$ cat config.mk
export PLATFORM = sky130hd
export DESIGN_NAME = shift_arb_ctrl_flat
export DESIGN_NICKNAME = d
export VERILOG_FILES = /design/src/rtl/shift_arb_pkg.sv /design/src/rtl/shift_arb_ctrl_if.sv /design/src/rtl/shift_arb_ctrl_piso.sv /design/src/rtl/shift_arb_ctrl.sv /design/src/flat_wrapper.sv
export SDC_FILE = /design/constraint.sdc
export NUM_CORES = 1
export LEC_CHECK = 0
export CORE_ASPECT_RATIO = 1.1
export CORE_MARGIN = 2
export CORE_UTILIZATION = 45
export CTS_BUF_LIST = sky130_fd_sc_hd__clkbuf_16
export CTS_CLUSTER_DIAMETER = 200
export CTS_CLUSTER_SIZE = 12
export DETAILED_ROUTE_END_ITERATION = 12
export GPL_ROUTABILITY_DRIVEN = 0
export GPL_TIMING_DRIVEN = 0
export PLACE_DENSITY_LB_ADDON = 0.1
export SETUP_SLACK_MARGIN = 0.02
export SLEW_MARGIN = 40
export SYNTH_ARGS = -nofsm -noshare
export SYNTH_HDL_FRONTEND = slang
export SYNTH_HIERARCHICAL = 1
export SYNTH_SLANG_ARGS = --single-unit
$ cat constraint.sdc
create_clock -name clk -period 5.2 [get_ports clk]
set_clock_uncertainty 0.2 [all_clocks]
set_input_delay 0.52 -clock clk [delete_from_list [all_inputs] [get_ports clk]]
set_output_delay 0.52 -clock clk [all_outputs]
set_load 0.03 [all_outputs]
$ cat src/rtl/shift_arb_pkg.sv
// Shared types and the round-robin pick helper for shift_arb_ctrl.
//   state_t  : FSM encoding (IDLE, SHIFT)
//   pick_t   : result of rr_pick (found flag + winning index)
//   rr_pick  : first set request bit at or above ptr, wrapping modulo r
package shift_arb_pkg;

    typedef enum logic {
        IDLE,
        SHIFT
    } state_t;

    // Upper bound on requester count supported by rr_pick.
    localparam int unsigned RMAX = 64;
    localparam int unsigned IDXW = 6;

    typedef struct packed {
        logic            found;
        logic [IDXW-1:0] idx;
    } pick_t;

    function automatic pick_t rr_pick(input logic [RMAX-1:0] req,
                                      input int unsigned     ptr,
                                      input int unsigned     r);
        pick_t       p;
        int unsigned j;
        p.found = 1'b0;
        p.idx   = '0;
        for (int unsigned k = 0; k < RMAX; k++) begin
            if (k < r) begin
                j = ptr + k;
                if (j >= r) begin
                    j = j - r;
                end
                if (!p.found && req[j[IDXW-1:0]]) begin
                    p.found = 1'b1;
                    p.idx   = j[IDXW-1:0];
                end
            end
        end
        return p;
    endfunction

endpackage

$ cat src/rtl/shift_arb_ctrl_if.sv
// Requester/sink bundle for shift_arb_ctrl.
//   req[R], data[R*W]          : requester side (word i in data[i*W +: W])
//   grant[R]                   : one-hot acceptance pulse
//   sout, sout_valid, frame,
//   done, busy                 : serial output and framing strobes
// Modports: master (requesters + sink), slave (the arbiter).
interface shift_arb_ctrl_if #(
    parameter int unsigned W = 8,
    parameter int unsigned R = 2
);
    logic [R-1:0]   req;
    logic [R*W-1:0] data;
    logic [R-1:0]   grant;
    logic           sout;
    logic           sout_valid;
    logic           frame;
    logic           done;
    logic           busy;

    modport master (
        output req, data,
        input  grant, sout, sout_valid, frame, done, busy
    );

    modport slave (
        input  req, data,
        output grant, sout, sout_valid, frame, done, busy
    );
endinterface

$ cat src/rtl/shift_arb_ctrl_piso.sv
// Parallel-in/serial-out shift register, MSB first.
//   clk, rst : clock, synchronous active-high reset (clears register)
//   load     : capture din (wins over shift)
//   shift    : shift left by one, zero fill
//   din[W]   : parallel word
//   dout     : current MSB
module piso_shift #(
    parameter int unsigned W = 8
) (
    input  logic         clk,
    input  logic         rst,
    input  logic         load,
    input  logic         shift,
    input  logic [W-1:0] din,
    output logic         dout
);
    logic [W-1:0] shreg;

    always_ff @(posedge clk) begin
        if (rst) begin
            shreg <= '0;
        end else if (load) begin
            shreg <= din;
        end else if (shift) begin
            shreg <= {shreg[W-2:0], 1'b0};
        end
    end

    assign dout = shreg[W-1];
endmodule

$ cat src/rtl/shift_arb_ctrl.sv
// Round-robin scheduler sharing one PISO shifter among R requesters.
//   clk : clock (rising edge)
//   rst : synchronous active-high reset
//   bus : shift_arb_ctrl_if.slave -- req/data in; grant, sout,
//         sout_valid, frame, done, busy out
// A word is granted at an arbitration point (IDLE, or the last-bit cycle
// of SHIFT) and shifted out MSB-first starting the following cycle.
module shift_arb_ctrl
    import shift_arb_pkg::*;
#(
    parameter int unsigned W = 8,
    parameter int unsigned R = 2
) (
    input  logic          clk,
    input  logic          rst,
    shift_arb_ctrl_if.slave bus
);
    localparam int unsigned CW = $clog2(W);
    localparam int unsigned PW = $clog2(R);

    state_t        state, state_nxt;
    logic [CW-1:0] cnt;
    logic [PW-1:0] ptr;
    logic [R-1:0]  grant_q;
    logic          frame_q;
    logic          load, shift, last, dout;
    logic [W-1:0]  din;
    pick_t         pick;

    assign last = (cnt == '0);

    always_comb begin
        pick = rr_pick(RMAX'(bus.req), 32'(ptr), R);
    end

    always_comb begin
        din = bus.data[32'(pick.idx)*W +: W];
    end

    always_comb begin
        state_nxt = state;
        load      = 1'b0;
        shift     = 1'b0;
        case (state)
            IDLE: begin
                if (pick.found) begin
                    load      = 1'b1;
                    state_nxt = SHIFT;
                end
            end
            SHIFT: begin
                shift = 1'b1;
                if (last) begin
                    // Reloading on the last-bit edge keeps the stream gapless;
                    // load outranks shift inside the shifter.
                    if (pick.found) begin
                        load = 1'b1;
                    end else begin
                        state_nxt = IDLE;
                    end
                end
            end
            default: state_nxt = IDLE;
        endcase
    end

    always_ff @(posedge clk) begin
        if (rst) begin
            state   <= IDLE;
            cnt     <= '0;
            ptr     <= '0;
            grant_q <= '0;
            frame_q <= 1'b0;
        end else begin
            state   <= state_nxt;
            frame_q <= load;
            grant_q <= load ? (R'(1) << pick.idx) : '0;
            if (load) begin
                cnt <= CW'(W - 1);
                if (32'(pick.idx) + 1 >= R) begin
                    ptr <= '0;
                end else begin
                    ptr <= PW'(32'(pick.idx) + 1);
                end
            end else if (state == SHIFT) begin
                cnt <= cnt - 1'b1;
            end
        end
    end

    piso_shift #(.W(W)) u_shift (
        .clk   (clk),
        .rst   (rst),
        .load  (load),
        .shift (shift),
        .din   (din),
        .dout  (dout)
    );

    assign bus.busy       = (state == SHIFT);
    assign bus.sout_valid = (state == SHIFT);
    assign bus.sout       = (state == SHIFT) & dout;
    assign bus.done       = (state == SHIFT) & last;
    assign bus.grant      = grant_q;
    assign bus.frame      = frame_q;
endmodule

$ cat src/flat_wrapper.sv
// flat-port wrapper written by rule: the top's interface ports become plain ports
module shift_arb_ctrl_flat import shift_arb_pkg::*;
#(
    parameter int unsigned W = 8,
    parameter int unsigned R = 2
)
  (clk, rst, bus_req, bus_data, bus_grant, bus_sout, bus_sout_valid, bus_frame, bus_done, bus_busy);
  shift_arb_ctrl_if #(.W(W), .R(R)) bus_i ();
  input  logic clk;
  input  logic rst;
  input wire logic [$bits(bus_i.req)-1:0] bus_req;
  input wire logic [$bits(bus_i.data)-1:0] bus_data;
  output wire logic [$bits(bus_i.grant)-1:0] bus_grant;
  output wire logic [$bits(bus_i.sout)-1:0] bus_sout;
  output wire logic [$bits(bus_i.sout_valid)-1:0] bus_sout_valid;
  output wire logic [$bits(bus_i.frame)-1:0] bus_frame;
  output wire logic [$bits(bus_i.done)-1:0] bus_done;
  output wire logic [$bits(bus_i.busy)-1:0] bus_busy;
  assign bus_i.req = bus_req;
  assign bus_i.data = bus_data;
  assign bus_grant = bus_i.grant;
  assign bus_sout = bus_i.sout;
  assign bus_sout_valid = bus_i.sout_valid;
  assign bus_frame = bus_i.frame;
  assign bus_done = bus_i.done;
  assign bus_busy = bus_i.busy;
  shift_arb_ctrl #(.W(W), .R(R)) u_core (.clk(clk), .rst(rst), .bus(bus_i));
endmodule
# After elaboration in Yosys (flattened, before gate mapping)
# Index checks and enable logic that the tools add are counted.
[totals]
word_cells = 47
out_inout_bits = 7
in_bits = 20
regBits = 16
[op_classes]
reduce_logical = 6
n_shift = 2
magnitude_cmp = 5
mux = 19
add_sub_neg = 5
bitwise = 4
[ops]
columns = ["op", "count"]
rows = [
  ["$ge 32x2->1 const B", 2],
  ["$mux 8", 2],
  ["$shiftx 16x10->8", 1],
  ["$lt 6x7->1 const B", 2],
  ["$mux 7", 2],
  ["$bmux 1 s6", 2],
  ["$mux 6", 2],
  ["$add 6x1->7 const B", 1],
  ["$mux 1", 7],
  ["$mux 3", 2],
  ["$shl 1x6->2 const A", 1],
  ["$sub 6x2->6 const B", 1],
  ["$pmux 1 s2", 2],
  ["$reduce_bool 2->1", 2],
  ["$logic_not 3->1", 1],
  ["$sub 1x2->3 const B", 1],
  ["$sub 3x1->3 const B", 1],
  ["$add 1x1->2 const B", 1],
  ["$and 1x1->1", 2],
  ["$ge 1x2->1 const B", 1],
  ["$not 1->1", 2],
  ["$reduce_or 2->1", 1],
  ["$logic_and 1x1->1", 1],
  ["$logic_not 1->1", 1],
]

# Longest topological paths before layout
[depth]
word_depth = 13
depth_mapped = 7

# Modules after synthesis
# The synthesis kept the hierarchy.
[modules_own_cells]
columns = ["module", "cells_each", "area_each_um2", "instances"]
rows = [
  ["shift_arb_ctrl", 51, 470.5, 1],
  ["piso_shift", 35, 369.1, 1],
]

# Least setup slack after synthesis
# Ideal clock, no wire load.
[synth_path]
kind = "flip-flop to output port"
start = "register u_core.state (netlist: u_core/bus.busy)"
end = "output bus_done"
required_time_ps = 4480
path_buffers = 1
slack_ps = 3220
arrival_time_ps = 1260
path_stages_with_launch = 4
cell_sequence = "dfxtp_1 -> buf_2 -> inv_1 -> nor2_1"
[synth_via]
elab_chain_len = 1
[synth_rtl]
columns = ["element", "line_no", "text"]
rows = [
  ["from (decl)", "shift_arb_ctrl.sv:21", "state_t state, state_nxt;"],
  ["from (signal assigned)", "shift_arb_ctrl.sv:75", "state <= state_nxt;"],
  ["$and 1x1->1", "shift_arb_ctrl.sv:103", "assign bus.done = (state == SHIFT) & last;"],
  ["to (decl)", "flat_wrapper.sv:17", "output wire logic [$bits(bus_i.done)-1:0] bus_done;"],
]
# No other way between the ends.

# Worst setup path in the final report
[layout_path]
start = "register u_core.cnt[0]"
end = "output bus_done"
[layout_via]
elab_chain_len = 2
[layout_rtl]
columns = ["element", "line_no", "text"]
rows = [
  ["from (decl)", "shift_arb_ctrl.sv:22", "logic [CW-1:0] cnt;"],
  ["from (signal assigned)", "shift_arb_ctrl.sv:79", "cnt <= CW'(W - 1);"],
  ["from (signal assigned)", "shift_arb_ctrl.sv:86", "cnt <= cnt - 1'b1;"],
  ["$logic_not 3->1", "shift_arb_ctrl.sv:30", "assign last = (cnt == '0);"],
  ["$and 1x1->1", "shift_arb_ctrl.sv:103", ""],
]
# No other way between the ends.

==> impl_table.tex <==
\begin{tabular}{lr}
\hline
Metric & Value \\
\hline
\multicolumn{2}{l}{\textbf{Status}} \\
\quad Status & completed \\
\multicolumn{2}{l}{\textbf{Routing}} \\
\quad Total vias in the final route & approximately 700 \\
\quad Avg WL per Cell & 11.83 um \\
\quad Number of DRC violations after detailed routing & 0 \\
\quad Remaining antenna violation count & 0 \\
\quad Vias/cell & approximately 5.1 \\
\quad Detailed-route wire length & roughly 1600 um \\
\quad First-pass iteration count of the detailed router & 4 \\
\quad Iter 0 DRT Violations & 11 \\
\multicolumn{2}{l}{\textbf{Logic synthesis}} \\
\quad Per-instance average area after synthesis & about 9.8 um\^{}2 \\
\quad Number of nets in the synthesized netlist & 108 \\
\quad Synth warn & 6 \\
\quad Fraction of synthesized cell area taken by the top area cell type & a little under two fifths \\
\quad Instance count of the mapped netlist & 86 \\
\quad Synthesized cell area & approximately 840 um\^{}2 \\
\quad Fraction of the yosys area taken by sequential cells & about two fifths \\
\quad Post-synthesis cell type with the largest combined area & sky130\_fd\_sc\_hd\_\_dfxtp\_1 \\
\quad Number of distinct library cell variants in the gate-level netlist after synthesis & 26 \\
\quad Yosys reg bits & 16 \\
\quad Cell types occupying the most area after synthesis & sky130\_fd\_sc\_hd\_\_dfxtp\_1 38\%, sky130\_fd\_sc\_hd\_\_mux2\_2 11\%, sky130\_fd\_sc\_hd\_\_mux2i\_1 8.3\% \\
\multicolumn{2}{l}{\textbf{Clock tree}} \\
\quad Clock latency on the worst-skew pair & approximately 0.24 ns \\
\quad TritonCTS clock tree & done \\
\quad CTS Buf Count & 3 \\
\quad Buffer type at the clock tree root & sky130\_fd\_sc\_hd\_\_clkbuf\_16 \\
\quad CTS max path bufs & 2 \\
\quad Sinks on the clock net & 16 \\
\quad Post-CTS Setup Bufs & 0 \\
\quad Cts repair resizes & 0 \\
\quad Number of levels in the clock H-tree & 1 \\
\quad Clock edge transition at the registers on the reported setup and hold paths & about 0.05 ns \\
\quad Hold buffer count at cts & 0 \\
\multicolumn{2}{l}{\textbf{Hold path}} \\
\quad Cells on Worst Hold Path & 2 \\
\quad HP Start & u\_core/u\_shift/shreg[2] \\
\quad Worst hold path endpoint & u\_core/u\_shift/shreg[2] \\
\quad Type of the most critical hold path & flip-flop to flip-flop \\
\multicolumn{2}{l}{\textbf{Finish}} \\
\quad Final cell count without fillers & between 100 and 150 \\
\quad Top library cells by usage in the layout, fill and taps aside & 25 x sky130\_fd\_sc\_hd\_\_clkdlybuf4s50\_1, 16 x sky130\_fd\_sc\_hd\_\_dfxtp\_1, 8 x sky130\_fd\_sc\_hd\_\_mux2\_2 \\
\quad Cell area after layout & $\sim$0.0012 mm\^{}2 \\
\quad Layout-stage area growth over the synthesis result & 41.88\% \\
\quad Fraction of final layout cells with drive strength greater than 1 & between 10\% and 20\% \\
\quad Count of antenna diodes in the layout & 0 \\
\quad Filler cell count & between 100 and 150 \\
\quad Number of nets in the layout & approximately 140 \\
\quad Commonest non-fill, non-tap cell in the layout & sky130\_fd\_sc\_hd\_\_clkdlybuf4s50\_1 \\
\multicolumn{2}{l}{\textbf{Placed design}} \\
\quad Buffers added on ports & 25 \\
\quad Instance count after placement with tap cells included & roughly 130 \\
\quad Post-detailed-placement half-perimeter wirelength & 1159 um \\
\quad Area post-placement & between 0.001 and 0.0015 mm\^{}2 \\
\quad Worst slack, placed & about 2.8 ns \\
\multicolumn{2}{l}{\textbf{Worst setup path}} \\
\quad Setup crit start kind & flip-flop \\
\quad Data arrival at the endpoint of the critical path & $\sim$1.7 ns \\
\quad Reg-to-reg critical path startpoint & u\_core/cnt[0] \\
\quad Worst R2R End & u\_core/u\_shift/shreg[0] \\
\quad Setup crit start & u\_core/cnt[0] \\
\quad Category of the worst setup path capture point & output port \\
\quad Critical Path RT & around 4.5 ns \\
\quad Crit Path Category & flip-flop to output port \\
\quad Reg2reg setup slack & about 3.3 ns \\
\quad Depth of the worst register-to-register path & 7 \\
\quad Critical path peak fanout & 5 \\
\multicolumn{2}{l}{\textbf{Timing}} \\
\quad Final number of max-transition violations & 0 \\
\quad Setup repair after global routing missed its margin & no \\
\quad Final count of hold timing violations & 0 \\
\quad Maximum clock frequency & approximately 0.42 GHz \\
\quad Post-route worst setup slack & around 2.8 ns \\
\quad Share of the clock period used by the worst path after layout & between 40\% and 50\% \\
\quad Final setup violation count & 0 \\
\quad Worst slew margin & between 70\% and 80\% \\
\quad Setup TNS & 0 ns \\
\quad Tmin final & $\sim$2.4 ns \\
\quad Pin slew with the least headroom to its limit & roughly 0.35 ns \\
\multicolumn{2}{l}{\textbf{Global routing}} \\
\quad Number of global-route vias before repair & 647 \\
\quad Maximum number of pins on one net before global-route repair & 11 \\
\quad Global-route wire length before repair & between 2000 and 3000 um \\
\quad Grt total ovfl & 0 \\
\quad Number of antenna violations at the first check in global routing & 0 \\
\quad Overall Global Routing Usage & 16.09\% \\
\multicolumn{2}{l}{\textbf{Power and ir drop}} \\
\quad Clock share of power & 38.7\% \\
\quad Fraction of power consumed by sequential logic & 38.0\% \\
\quad Power Density & between 300 and 400 mW/mm\^{}2 \\
\quad Combinational share of power & 23.3\% \\
\quad Net switching power of the design & roughly 92 uW \\
\quad Leakage power figure & just under 0.0005 uW \\
\quad Switching power share of the total & about a quarter \\
\quad Internal power & 285.5 uW \\
\quad Maximum vdd ir drop & $\sim$240 uV \\
\multicolumn{2}{l}{\textbf{Floorplanning}} \\
\quad Core box area & 0.001762 mm\^{}2 \\
\quad Number of placement rows & 16 \\
\quad Die Span X & 45.19 um \\
\quad Starting density of the core & around 48\% \\
\quad DIE AREA & $\sim$0.0022 mm\^{}2 \\
\quad \# IOs & 27 \\
\quad Die height & around 49 um \\
\multicolumn{2}{l}{\textbf{Run}} \\
\quad Total of max-cap violations & 0 \\
\hline
\end{tabular}
==> flip-flops by register name, summed over array words and instances, names as in the netlist <==
name	count
u_core/u_shift/shreg	8
u_core/bus.frame	1
u_core/cnt	3
u_core/bus.grant	2
u_core/bus.busy	1
u_core/ptr	1
==> power by group through the flow <==
| stage | logic (uW) | registers [uW] | clock network [uW] |
|---|---|---|---|
| floorplan | 54.3 | 148 | 0 |
| global placement | 86.7 | 145 | 0 |
| detailed placement | 87.9 | 145 | 0 |
| CTS | 89.0 | 143 | 148 |
| global route | 97.2 | 145 | 156 |
| finish | 87.7 | 143 | 146 |
==> worst max-delay path by stage <==
| stage | endpoint |
|---|---|
| after floorplan | bus_done |
| final | bus_done |
| after CTS | bus_done |
| after detailed placement | u_core/u_shift/shreg[0] |
| after global placement | u_core/u_shift/shreg[0] |
| after global routing | bus_done |
==> layout make-up <==
class / count / area (um^2) / share of cell area, %
inverters: 7 / 26.28 / 2.206
well taps: 18 / 22.52 / 1.891
repair buffers: 25 / 250.2 / 21.01
plain buffers: 5 / 37.54 / 3.151
multi-input cells: 58 / 455.4 / 38.24
clock inverters: 1 / 3.754 / 0.3151
flip-flops and latches: 16 / 320.3 / 26.89
clock buffers: 3 / 75.07 / 6.303
==> Yosys cell counts <==
| cell type | count |
|---|---|
| sky130_fd_sc_hd__nor3_1 | 2 |
| sky130_fd_sc_hd__inv_1 | 7 |
| sky130_fd_sc_hd__mux2_2 | 8 |
| sky130_fd_sc_hd__clkdlybuf4s18_2 | 1 |
| sky130_fd_sc_hd__a21oi_1 | 6 |
| sky130_fd_sc_hd__buf_4 | 1 |
| sky130_fd_sc_hd__mux2i_1 | 7 |
| sky130_fd_sc_hd__xnor2_1 | 1 |
| sky130_fd_sc_hd__and2_1 | 2 |
| sky130_fd_sc_hd__or3b_1 | 1 |
| sky130_fd_sc_hd__nand2b_4 | 1 |
| sky130_fd_sc_hd__a211oi_1 | 7 |
| sky130_fd_sc_hd__buf_2 | 1 |
| sky130_fd_sc_hd__buf_6 | 1 |
| sky130_fd_sc_hd__o21ai_4 | 1 |
| sky130_fd_sc_hd__dfxtp_1 | 16 |
| sky130_fd_sc_hd__buf_1 | 1 |
| sky130_fd_sc_hd__a21o_1 | 2 |
| sky130_fd_sc_hd__nor3b_1 | 1 |
| sky130_fd_sc_hd__o221a_2 | 1 |
| sky130_fd_sc_hd__nor2_1 | 3 |
| sky130_fd_sc_hd__ha_1 | 2 |
| sky130_fd_sc_hd__o21ai_0 | 1 |
| sky130_fd_sc_hd__nor2b_1 | 7 |
| sky130_fd_sc_hd__nand2_1 | 4 |
| sky130_fd_sc_hd__a221oi_1 | 1 |
==> stage by stage <==
step / power, uW / hold slack [ns] / utilization, %
floorplan: 202.8 / 0.3207 / -
global placement: 231.8 / 0.3376 / 63.14
detailed placement: 233.3 / 0.3433 / 63.14
CTS: 380.6 / 0.3598 / 67.61
global route: 397.4 / 0.3961 / 67.61
finish: 377.0 / 0.3578 / 67.61
==> cell families after synthesis <==
group                    after synthesis  share of synthesized area, %
AND/OR/NAND/NOR                       21                         14.60
buffers and inverters                 12                         7.600
adder cells (fa/ha/maj)                2                         2.980
AO/OA/AOI/OAI                         19                         16.54
multiplexers                          15                         19.08
XOR/XNOR                               1                         1.043
flip-flops                            16                         38.15
==> worst max-delay path: stages (launching register included) <==
cell                              delay [ns]
sky130_fd_sc_hd__dfxtp_1                0.31
sky130_fd_sc_hd__inv_1                  0.08
sky130_fd_sc_hd__ha_1                   0.22
sky130_fd_sc_hd__nand2b_4               0.08
sky130_fd_sc_hd__nor2_1                 0.08
sky130_fd_sc_hd__clkdlybuf4s50_1        0.66
==> per-layer routing <==
| metal | vias up | global-route usage [%] | wire length, um |
|---|---|---|---|
| met2 | 12 | 29.05 | 866 |
| li1 | 357 | - | - |
| met4 | 0 | 4.412 | 10 |
| met1 | 311 | 17.58 | 629 |
| met5 | - | 0 | 0 |
| met3 | 2 | 4.444 | 68 |
No activity file was read; power rests on OpenSTA's default activity.
